==> src/rtl/counter99_pkg.sv <==
// Shared types and constants for the counter99 count bus and its display.
// Holds the converter state encoding, segment patterns and the digit lookup.
// Pure declarations; no logic of its own.
package counter99_pkg;

  // Converter states: waiting for a new value, running shift-add-3, publishing.
  typedef enum logic [1:0] {
    ST_IDLE  = 2'd0,
    ST_SHIFT = 2'd1,
    ST_DONE  = 2'd2
  } state_t;

  // Largest value that has a two-digit decimal representation.
  localparam logic [6:0] MAX_COUNT = 7'd99;

  // Number of shift-add-3 iterations, one per bit of the binary input.
  localparam int unsigned BIN_W = 7;

  // Active-low segment patterns, bit0 = a .. bit6 = g.
  localparam logic [6:0] SEG_DASH  = 7'b0111111;  // only g lit
  localparam logic [6:0] SEG_BLANK = 7'b1111111;  // everything off

  // Digit 0..9 to active-low pattern; anything else shows a dash.
  function automatic logic [6:0] seg_lookup(input logic [3:0] digit);
    logic [6:0] pat;
    case (digit)
      4'd0:    pat = 7'b1000000;
      4'd1:    pat = 7'b1111001;
      4'd2:    pat = 7'b0100100;
      4'd3:    pat = 7'b0110000;
      4'd4:    pat = 7'b0011001;
      4'd5:    pat = 7'b0010010;
      4'd6:    pat = 7'b0000010;
      4'd7:    pat = 7'b1111000;
      4'd8:    pat = 7'b0000000;
      4'd9:    pat = 7'b0010000;
      default: pat = SEG_DASH;
    endcase
    return pat;
  endfunction

endpackage

==> src/rtl/seg7_decode.sv <==
// Combinational BCD digit to active-low seven-segment pattern.
// Latency: zero cycles (pure combinational).
// Backpressure: none; output follows the input continuously.
module seg7_decode
  import counter99_pkg::*;
(
  input  logic [3:0] digit,
  output logic [6:0] seg
);

  // Table lookup; codes 10..15 render as a dash.
  always_comb begin
    seg = seg_lookup(digit);
  end

endmodule

==> src/rtl/count_display_driver.sv <==
// Binary 0..127 to two BCD digits via sequential double-dabble, driving a
// 2-digit multiplexed active-low seven-segment display.
// Latency: value latched at edge k, digits/conv_done visible after edge k+8.
// Backpressure: none; value changes during a conversion are picked up on return to IDLE.
module count_display_driver
  import counter99_pkg::*;
#(
  parameter int REFRESH_DIV = 100000,
  parameter bit BLANK_LZ    = 1'b1
) (
  input  logic       clk,
  input  logic       reset,
  input  logic [6:0] value,
  output logic [6:0] seg,
  output logic [1:0] an,
  output logic [3:0] bcd_tens,
  output logic [3:0] bcd_ones,
  output logic       busy,
  output logic       conv_done,
  output logic       ovf
);

  // Refresh counter width; REFRESH_DIV is at least 2 so this is at least 1.
  localparam int CW = (REFRESH_DIV > 2) ? $clog2(REFRESH_DIV) : 1;
  localparam logic [CW-1:0] LAST_CNT = CW'(REFRESH_DIV - 1);

  // Converter control
  state_t     state_q, state_d;
  logic       load_en;
  logic       shift_en;
  logic       done_en;

  // Conversion datapath
  logic [6:0] bin_q;
  logic [7:0] acc_q;
  logic [7:0] acc_adj;
  logic [2:0] iter_q;
  logic [6:0] latched_q;

  // Published results
  logic [6:0] shown_q, shown_d;
  logic [3:0] tens_q, tens_d;
  logic [3:0] ones_q, ones_d;
  logic       ovf_q, ovf_d;
  logic       done_q, done_d;

  // Display refresh
  logic [CW-1:0] cnt_q, cnt_d;
  logic [1:0]    an_q, an_d;
  logic [6:0]    seg_q, seg_d;
  logic          refresh_wrap;
  logic          tens_slot;
  logic [3:0]    slot_digit;
  logic [6:0]    slot_pat;

  // ---------------------------------------------------------------------
  // Converter FSM
  // ---------------------------------------------------------------------

  // State register.
  always_ff @(posedge clk) begin
    if (reset) begin
      state_q <= ST_IDLE;
    end else begin
      state_q <= state_d;
    end
  end

  // Next state: start on any difference from the displayed value, run one
  // iteration per input bit, then spend a single cycle publishing.
  always_comb begin
    state_d = state_q;
    case (state_q)
      ST_IDLE:  if (value != shown_q) state_d = ST_SHIFT;
      ST_SHIFT: if (iter_q == 3'(BIN_W - 1)) state_d = ST_DONE;
      ST_DONE:  state_d = ST_IDLE;
      default:  state_d = ST_IDLE;
    endcase
  end

  // Outputs and datapath strobes decoded from the current state.
  always_comb begin
    busy     = 1'b0;
    load_en  = 1'b0;
    shift_en = 1'b0;
    done_en  = 1'b0;
    case (state_q)
      ST_IDLE:  load_en = (value != shown_q);
      ST_SHIFT: begin
        busy     = 1'b1;
        shift_en = 1'b1;
      end
      ST_DONE:  begin
        busy    = 1'b1;
        done_en = 1'b1;
      end
      default:  busy = 1'b0;
    endcase
  end

  // ---------------------------------------------------------------------
  // Double-dabble datapath
  // ---------------------------------------------------------------------

  // Add-3 correction on each BCD nibble that would overflow on doubling.
  always_comb begin
    acc_adj = acc_q;
    if (acc_q[3:0] >= 4'd5) acc_adj[3:0] = acc_q[3:0] + 4'd3;
    if (acc_q[7:4] >= 4'd5) acc_adj[7:4] = acc_q[7:4] + 4'd3;
  end

  // Load a fresh conversion or shift {acc, bin} left by one.
  // The hundreds carry falls off the top; values above 99 are flagged
  // separately so a truncated accumulator is never published.
  always_ff @(posedge clk) begin
    if (reset) begin
      bin_q     <= '0;
      acc_q     <= '0;
      iter_q    <= '0;
      latched_q <= '0;
    end else if (load_en) begin
      bin_q     <= value;
      acc_q     <= '0;
      iter_q    <= '0;
      latched_q <= value;
    end else if (shift_en) begin
      acc_q  <= {acc_adj[6:0], bin_q[6]};
      bin_q  <= {bin_q[5:0], 1'b0};
      iter_q <= iter_q + 3'd1;
    end
  end

  // ---------------------------------------------------------------------
  // Result registers
  // ---------------------------------------------------------------------

  // Publish digits (or the overflow marker) in the DONE cycle only.
  always_comb begin
    shown_d = shown_q;
    tens_d  = tens_q;
    ones_d  = ones_q;
    ovf_d   = ovf_q;
    done_d  = 1'b0;
    if (done_en) begin
      shown_d = latched_q;
      done_d  = 1'b1;
      if (latched_q > MAX_COUNT) begin
        tens_d = 4'hF;
        ones_d = 4'hF;
        ovf_d  = 1'b1;
      end else begin
        tens_d = acc_q[7:4];
        ones_d = acc_q[3:0];
        ovf_d  = 1'b0;
      end
    end
  end

  // Result register bank.
  always_ff @(posedge clk) begin
    if (reset) begin
      shown_q <= '0;
      tens_q  <= '0;
      ones_q  <= '0;
      ovf_q   <= 1'b0;
      done_q  <= 1'b0;
    end else begin
      shown_q <= shown_d;
      tens_q  <= tens_d;
      ones_q  <= ones_d;
      ovf_q   <= ovf_d;
      done_q  <= done_d;
    end
  end

  // ---------------------------------------------------------------------
  // Display refresh mux
  // ---------------------------------------------------------------------

  // Slot timer and anode rotation; the anode flips when the timer wraps.
  always_comb begin
    refresh_wrap = (cnt_q == LAST_CNT);
    cnt_d        = refresh_wrap ? '0 : cnt_q + CW'(1);
    an_d         = refresh_wrap ? ~an_q : an_q;
  end

  // Segment pattern is computed from next-cycle anode and next-cycle digits
  // so a slot change and a fresh result landing together never mix.
  always_comb begin
    tens_slot  = (an_d[1] == 1'b0);
    slot_digit = tens_slot ? tens_d : ones_d;
  end

  seg7_decode u_seg7_decode (
    .digit (slot_digit),
    .seg   (slot_pat)
  );

  // Leading-zero blanking applies to the tens slot only, never to a dash.
  always_comb begin
    seg_d = slot_pat;
    if (BLANK_LZ && tens_slot && (tens_d == 4'd0) && !ovf_d) begin
      seg_d = SEG_BLANK;
    end
  end

  // Refresh register bank; reset shows '0' on the ones digit.
  always_ff @(posedge clk) begin
    if (reset) begin
      cnt_q <= '0;
      an_q  <= 2'b10;
      seg_q <= 7'b1000000;
    end else begin
      cnt_q <= cnt_d;
      an_q  <= an_d;
      seg_q <= seg_d;
    end
  end

  assign seg       = seg_q;
  assign an        = an_q;
  assign bcd_tens  = tens_q;
  assign bcd_ones  = ones_q;
  assign ovf       = ovf_q;
  assign conv_done = done_q;

endmodule

==> config.mk <==
export PLATFORM = sky130hd
export DESIGN_NAME = count_display_driver
export DESIGN_NICKNAME = d
export VERILOG_FILES = /design/src/rtl/counter99_pkg.sv /design/src/rtl/seg7_decode.sv /design/src/rtl/count_display_driver.sv
export SDC_FILE = /design/constraint.sdc
export NUM_CORES = 1
export LEC_CHECK = 0
export CAP_MARGIN = 5
export CORE_UTILIZATION = 35
export CTS_BUF_LIST = sky130_fd_sc_hd__clkbuf_8
export CTS_CLUSTER_DIAMETER = 60
export DETAILED_ROUTE_END_ITERATION = 8
export PLACE_DENSITY = 0.62
export SYNTH_ARGS = -nofsm -noshare
export SYNTH_HDL_FRONTEND = slang
export SYNTH_SLANG_ARGS = --single-unit
==> constraint.sdc <==
create_clock -name clk -period 6.1 [get_ports clk]
set_input_delay 0.915 -clock clk [delete_from_list [all_inputs] [get_ports clk]]
set_output_delay 0.915 -clock clk [all_outputs]
set_load 0.1 [all_outputs]
==> results of run 1 <==
-- registers in the layout (all words and copies together) (netlist names), 2 cells and up --
register / flops
an: 2
iter_q: 3
seg: 7
latched_q: 7
bcd_ones: 4
cnt_q: 17
bcd_tens: 4
acc_q: 8
state_q: 2
shown_q: 7
bin_q: 7
-- per-layer routing --
layer | global-route usage (%) | routed length [µm]
met5 | 0 | 0
met2 | 23.55 | 2843
met3 | 2.881 | 162
met4 | 7.692 | 184
met1 | 18.38 | 3214
-- worst max-delay path, delay by kind of cell (launching register included) --
kind	cells	cell delay, ns
AND/OR/NAND/NOR	4	1.48
adder cells (fa/ha/maj)	2	1.14
flip-flops	1	0.33
AO/OA/AOI/OAI	1	0.14
buffers and inverters	1	0.08
-- final cells by class --
class	count	share of cell area, %
Clock inverter	4	0.5431
Sequential cell	70	35.78
Timing Repair Buffer	30	7.540
Clock buffer	12	4.217
Inverter	16	1.534
Tap cell	129	4.121
Multi-Input combinational cell	261	46.26
-- final timing paths --
check / depth (start not counted) / start / to / slack [ns]
min reg2reg: 1 / cnt_q[0] / cnt_q[0] / 0.47
max: 8 / state_q[0] / seg[1] / 2.85
max reg2reg: 8 / state_q[0] / seg[1] / 2.85
min: 1 / cnt_q[0] / cnt_q[0] / 0.47
-- cell usage after synthesis (2+ instances only) --
cell type,instances
sky130_fd_sc_hd__mux2i_1,34
sky130_fd_sc_hd__nor2_1,56
sky130_fd_sc_hd__nand2b_1,5
sky130_fd_sc_hd__nand2_1,19
sky130_fd_sc_hd__nor2b_1,4
sky130_fd_sc_hd__clkbuf_1,16
sky130_fd_sc_hd__nand4_1,4
sky130_fd_sc_hd__o21bai_1,2
sky130_fd_sc_hd__nor3_1,4
sky130_fd_sc_hd__mux2i_4,2
sky130_fd_sc_hd__a211oi_1,10
sky130_fd_sc_hd__xor2_1,16
sky130_fd_sc_hd__ha_1,16
sky130_fd_sc_hd__dfxtp_1,70
sky130_fd_sc_hd__o211ai_1,5
sky130_fd_sc_hd__and2_1,4
sky130_fd_sc_hd__o21ai_0,8
sky130_fd_sc_hd__or2_2,5
sky130_fd_sc_hd__o22ai_1,2
sky130_fd_sc_hd__nand3_1,11
sky130_fd_sc_hd__and3_1,2
sky130_fd_sc_hd__xnor2_1,13
sky130_fd_sc_hd__a21oi_1,20
sky130_fd_sc_hd__inv_1,16
sky130_fd_sc_hd__mux2_2,4
-- per-stage QoR --
step                      hold slack (ns)  cells  utilization [%]
final                              0.4689    522            42.38
after global routing               0.4919    522            42.38
after CTS                          0.4727    522            42.38
after detailed placement           0.4561    506            40.37
after global placement             0.4441    506            40.37
after floorplan                    0.4297    364                -
-- logic make-up after synthesis --
group,after synthesis
AND/OR/NAND/NOR,126
flip-flops,70
AO/OA/AOI/OAI,50
multiplexers,40
buffers and inverters,33
XOR/XNOR,29
adder cells (fa/ha/maj),16
-- power by group through the flow --
stage,registers (W),logic (W),clock network (W)
3_3_place_gp,0.000528,0.000282,0
2_1_floorplan,0.000545,0.000211,0
3_5_place_dp,0.000529,0.000285,0
6_report,0.000518,0.000285,0.000344
5_1_grt,0.000523,0.000313,0.000376
4_1_cts,0.000519,0.000287,0.000356
==> run summary, run 1 <==
### Cells and area
- fraction of layout instances using a drive strength above 1: 8.651%
- most common cell after layout, fill and taps aside: sky130_fd_sc_hd__dfxtp_1
- FILL cells: 924
- commonest cells after routing, fill and taps aside: sky130_fd_sc_hd__dfxtp_1 (70), sky130_fd_sc_hd__nor2_1 (56), sky130_fd_sc_hd__mux2i_1 (34)
- Total Nets Final: 413
- # diodes: 0
- area taken by flip-flops and latches: 0.001401 mm²
- layout-stage area growth over the synthesis result: 17.10%
- post-layout instance area: 0.003916 mm²
- area taken by multi-input logic gates: 0.001812 mm²

### Clock network
- number of H-tree levels: 3
- number of buffers created by CTS: 9
- worst-skew pair later-pin latency: 0.34 ns
- # clock sinks: 70
- post-cts resize count: 0
- number of setup buffers added after CTS: 0
- clock-pin slew on the worst setup and hold paths: 0.07 ns
- CTS tree: built
- deepest clock path buffer count: 2
- clock tree root buffer cell: sky130_fd_sc_hd__clkbuf_8
- post-cts hold buffer count: 0

### Worst setup path
- required time of the critical path: 6.37 ns
- critical path capture point type: flip-flop
- crit start category: flip-flop
- maximum fanout encountered on the critical timing path: 20
- endpoint arrival time on the critical path: 3.53 ns
- Crit Path Category: reg -> reg
- critical path's largest stage delay: 0.84 ns
- slowest cell on the critical path: sky130_fd_sc_hd__ha_1
- cell repeated most along the worst path: sky130_fd_sc_hd__ha_1
- critical path cell sequence: inv_1 -> ha_1 -> nand3_1 -> or2_2 -> and2_1 -> ha_1 -> or3b_2 -> a21oi_1

### Synthesis
- arithmetic-cell share of the synthesized area counting full adders, half adders and majority gates: 5.986%
- post-synthesis instance area: 0.003344 mm²
- Post-synth top flop: sky130_fd_sc_hd__dfxtp_1
- share of synthesized area occupied by flip-flops and latches: 41.90%
- share of flip-flops with an asynchronous set or reset: 0%
- Synth area leader: sky130_fd_sc_hd__dfxtp_1
- xor-xnor portion of the synthesized cell area: 7.594%
- number of synthesized register bits: 70
- share of synthesized cell area in and, or, nand and nor gates: 18.56%
- number of enable flip-flop cells after synthesis: 0
- number of warnings issued by yosys: 0
- largest family of logic cells by synthesized area: simple AND/OR/NAND/NOR gates
- multiplexer share of the synthesized area: 12.87%
- synthesized netlist cell count: 364
- largest cells by area after synthesis: sky130_fd_sc_hd__dfxtp_1 (42%), sky130_fd_sc_hd__mux2i_1 (10%), sky130_fd_sc_hd__nor2_1 (6.3%)
- Unique masters post-synth: 41
- Compound-Gate Fraction of Synth Area: 9.166%
- post-synth net total: 389
- average cell area after synthesis: 9.188 µm²
- area fraction of the dominant cell type after synthesis: 41.90%

### Die
- Total Die Area: 0.009950 mm²
- starting utilization of the core area: 36.19%
- Die Y-Extent: 99.75 µm
- Die Span X: 99.75 µm
- total core area: 0.009240 mm²
- count of boundary I/O pins: 29
- row cnt: 35

### Power
- part of the total power dissipated in sequential elements: 45.2%
- worst-case vdd ir drop: 0.1178 mV
- leak pwr: 1.432 nW
- total power of the final layout: 0.001148 W
- power density over the cells: 293.0 mW/mm²
- internal power: 0.0007745 W
- fraction of power spent switching nets: 32.51%
- P_sw: 0.0003731 W
- fraction of power consumed by combinational cells: 24.8%
- Clk network pwr share: 30.0%

### STA
- crit path setup slack, layout: 2.845 ns
- worst max-slew margin expressed relative to the limit: 31.63%
- Slew @ Worst Pin: 1.026 ns
- skew final: 0.005239 ns
- Final setup viols: 0
- maximum clock rate: 307.3 MHz
- fin crit share: 53.35%
- post-layout min period: 3.255 ns
- number of pins with negative max-slew slack in the final report: 0
- total count of hold-check failures in the final report: 0
- unrepaired setup endpoints after global routing: no
- Final TNS setup: 0 ns

### Placement
- placed wire-length estimate after detailed placement: 4649 µm
- Placed Area: 0.003730 mm²
- count of input and output buffers: 28
- worst setup slack after placement: 2.614 ns
- global placer's final weighted congestion: 0.7849

### Route
- total routed wirelength: 6404 µm
- Detailed Routing Iterations Pass 1: 4
- detailed-route via count: 2432
- drt drc: 0
- first-iteration detailed-routing DRC count: 58
- Post-DRT Antenna Nets: 0
- via density per instance: 4.659
- routed length per placed instance: 12.27 µm

### Run status
- outcome: complete, no violations

### Global route
- initial antenna violation count: 0
- via count of the first global-routing pass: 2507
- global-route total usage across every layer: 14.59%
- largest net degree at the start of global routing: 37
- global-route congestion overflow total: 0
- wire length of the first global-routing pass: 11520 µm

### Job
- max-capacitance violation count: 0

### Hold path
- Hold Path Class: reg -> reg

No activity file was read; power rests on OpenSTA's default activity.
==> run 2: changes to the inputs <==
Clock period 6.1 ns to 3.3 ns, I/O delays scaled along.
==> run summary, run 2 (synthesized netlist as in run 1, its figures left out) <==
### Run status
- outcome: complete, no violations

### STA
- post-layout min period: 2.921 ns, -0.3340 ns
- Final TNS setup: 0 ns, unchanged
- unrepaired setup endpoints after global routing: no
- maximum clock rate: 342.4 MHz, +11%
- total count of hold-check failures in the final report: 0, unchanged
- number of pins with negative max-slew slack in the final report: 0, unchanged
- worst max-slew margin expressed relative to the limit: 35.00%, +3.4 points
- fin crit share: 88.50%, +35 points
- Final setup viols: 0, unchanged
- Slew @ Worst Pin: 0.9719 ns, -0.05367 ns
- Fin Hold WS: 0.4658 ns, -0.003066 ns
- skew final: 0.01031 ns, +0.005070 ns

### Power
- Clk network pwr share: 36.2%, +6.2 points
- fraction of power spent switching nets: 29.69%, -2.8 points
- worst-case vdd ir drop: 0.3009 mV, +160%
- part of the total power dissipated in sequential elements: 40.9%, -4.3 points
- power density over the cells: 584.3 mW/mm², +99%
- P_sw: 0.0006973 W, +87%
- fraction of power consumed by combinational cells: 22.9%, -1.9 points
- internal power: 0.001651 W, +110%
- leak pwr: 1.496 nW, +4.5%

### Cells and area
- commonest cells after routing, fill and taps aside: sky130_fd_sc_hd__dfxtp_1 (70), sky130_fd_sc_hd__nor2_1 (56), sky130_fd_sc_hd__mux2i_1 (34)
- share of the core filled with cells: 43.49%, +1.1 points
- FILL cells: 899, -2.7%
- biggest registers after layout: cnt_q (17), acc_q (8)
- # diodes: 0, unchanged
- most common cell after layout, fill and taps aside: sky130_fd_sc_hd__dfxtp_1
- max reg flops: 17, unchanged
- layout-stage area growth over the synthesis result: 20.16%
- register with the highest flop count: cnt_q
- Total Nets Final: 419, +1.5%
- fraction of layout instances using a drive strength above 1: 10.28%, +1.6 points

### Route
- first-iteration detailed-routing DRC count: 52, -10%
- Post-DRT Antenna Nets: 0, unchanged
- routed length per placed instance: 12.30 µm, +0.24%
- drt drc: 0, unchanged
- via density per instance: 4.714, +1.2%
- Detailed Routing Iterations Pass 1: 4, unchanged
- total routed wirelength: 6493 µm, +1.4%
- detailed-route via count: 2489, +2.3%

### Worst setup path
- endpoint arrival time on the critical path: 3.20 ns, -0.33 ns
- crit start category: flip-flop
- critical path capture point type: flip-flop
- Crit Path Category: reg -> reg
- required time of the critical path: 3.58 ns, -2.79 ns
- maximum fanout encountered on the critical timing path: 17, -15%

### Global route
- wire length of the first global-routing pass: 11190 µm, -2.8%
- largest net degree at the start of global routing: 26, -30%
- initial antenna violation count: 0, unchanged
- global-route congestion overflow total: 0, unchanged
- global-route total usage across every layer: 14.41%, -0.18 points
- via count of the first global-routing pass: 2414, -3.7%

### Clock network
- post-cts resize count: 0, unchanged
- clock-pin slew on the worst setup and hold paths: 0.07 ns, about the same
- clock tree root buffer cell: sky130_fd_sc_hd__clkbuf_8
- CTS tree: built
- deepest clock path buffer count: 2, unchanged
- post-cts hold buffer count: 0, unchanged
- # clock sinks: 70, unchanged
- number of buffers created by CTS: 9, unchanged
- number of setup buffers added after CTS: 0, unchanged
- number of H-tree levels: 3, unchanged
- worst-skew pair later-pin latency: 0.34 ns, about the same

### Die
- Total Die Area: 0.009950 mm², unchanged
- starting utilization of the core area: 36.19%, unchanged
- Die Y-Extent: 99.75 µm, unchanged
- Die Span X: 99.75 µm, unchanged
- row cnt: 35, unchanged
- total core area: 0.009240 mm², unchanged
- count of boundary I/O pins: 29, unchanged

### Hold path
- Hold Path Class: reg -> reg

### Job
- max-capacitance violation count: 0, unchanged

### Placement
- count of input and output buffers: 28, unchanged
- global placer's final weighted congestion: 0.8071, +2.8%
- placed wire-length estimate after detailed placement: 4779 µm, +2.8%

[run 2: cell count changes in the layout (fill, tap and decap cells not counted)]
cell                              delta
sky130_fd_sc_hd__buf_4               +8
sky130_fd_sc_hd__bufinv_16           +3
sky130_fd_sc_hd__clkdlybuf4s50_1     -2
sky130_fd_sc_hd__clkinv_2            -2
sky130_fd_sc_hd__clkbuf_8            -1
sky130_fd_sc_hd__clkinvlp_4          -1
sky130_fd_sc_hd__inv_1               +1
[run 2: through the flow]
stage | std cells | total power, W | setup slack, ns | instance area [µm²]
final | 528 | 0.002348 | 0.3794 | 4019
after global routing | 528 | 0.002464 | 0.1643 | 4019
after CTS | 528 | 0.002374 | 0.3404 | 4019
after detailed placement | 512 | 0.001520 | 0.3658 | 3770
after global placement | 512 | 0.001507 | 0.4681 | 3770
after floorplan | 364 | 0.001398 | 0.2691 | 3344
[run 2: worst max-delay path: stages, from the launching register on]
cell and delay, ns:
sky130_fd_sc_hd__dfxtp_1 0.34, sky130_fd_sc_hd__inv_1 0.09, sky130_fd_sc_hd__ha_1 0.57, sky130_fd_sc_hd__nand3_1 0.27, sky130_fd_sc_hd__or2_2 0.47, sky130_fd_sc_hd__and2_1 0.23
sky130_fd_sc_hd__ha_1 0.31, sky130_fd_sc_hd__or3b_2 0.43, sky130_fd_sc_hd__a21oi_1 0.16
[run 2: power by group through the flow]
stage                     clock (W)  sequential, W  combinational (W)
after floorplan                   0        0.00101           0.000390
after global placement            0       0.000974           0.000533
after detailed placement          0       0.000978           0.000541
after CTS                  0.000870       0.000960           0.000544
after global routing       0.000903       0.000969           0.000591
final                      0.000850       0.000960           0.000538
[run 2: metal layers]
layer | share of wire, % | vias up | global-route usage, % | routed length (µm)
met5 | 0 | - | 0 | 0
met4 | 1.7 | 0 | 5.430 | 109
met3 | 3.2 | 9 | 3.935 | 205
met2 | 47 | 34 | 24.35 | 3055
met1 | 48 | 1156 | 17.43 | 3124
li1 | - | 1290 | - | -
[run 2: final timing paths]
check | slack, ns | to | from | cells after the start
worst max register to register | 0.38 | seg[1] | state_q[0] | 8
worst max-delay path | 0.38 | seg[1] | state_q[0] | 8
worst min-delay path | 0.47 | cnt_q[0] | cnt_q[0] | 1
worst min register to register | 0.47 | cnt_q[0] | cnt_q[0] | 1
[run 2: layout make-up]
class                           count  area [µm²]  area share (%)
Sequential cell                    70        1401           34.87
Tap cell                          129       161.4           4.016
Timing Repair Buffer               36       335.3           8.344
Clock buffer                       11       151.4           3.767
Inverter                           16       60.06           1.494
Multi-Input combinational cell    261        1812           45.08
Clock inverter                      5       97.59           2.428
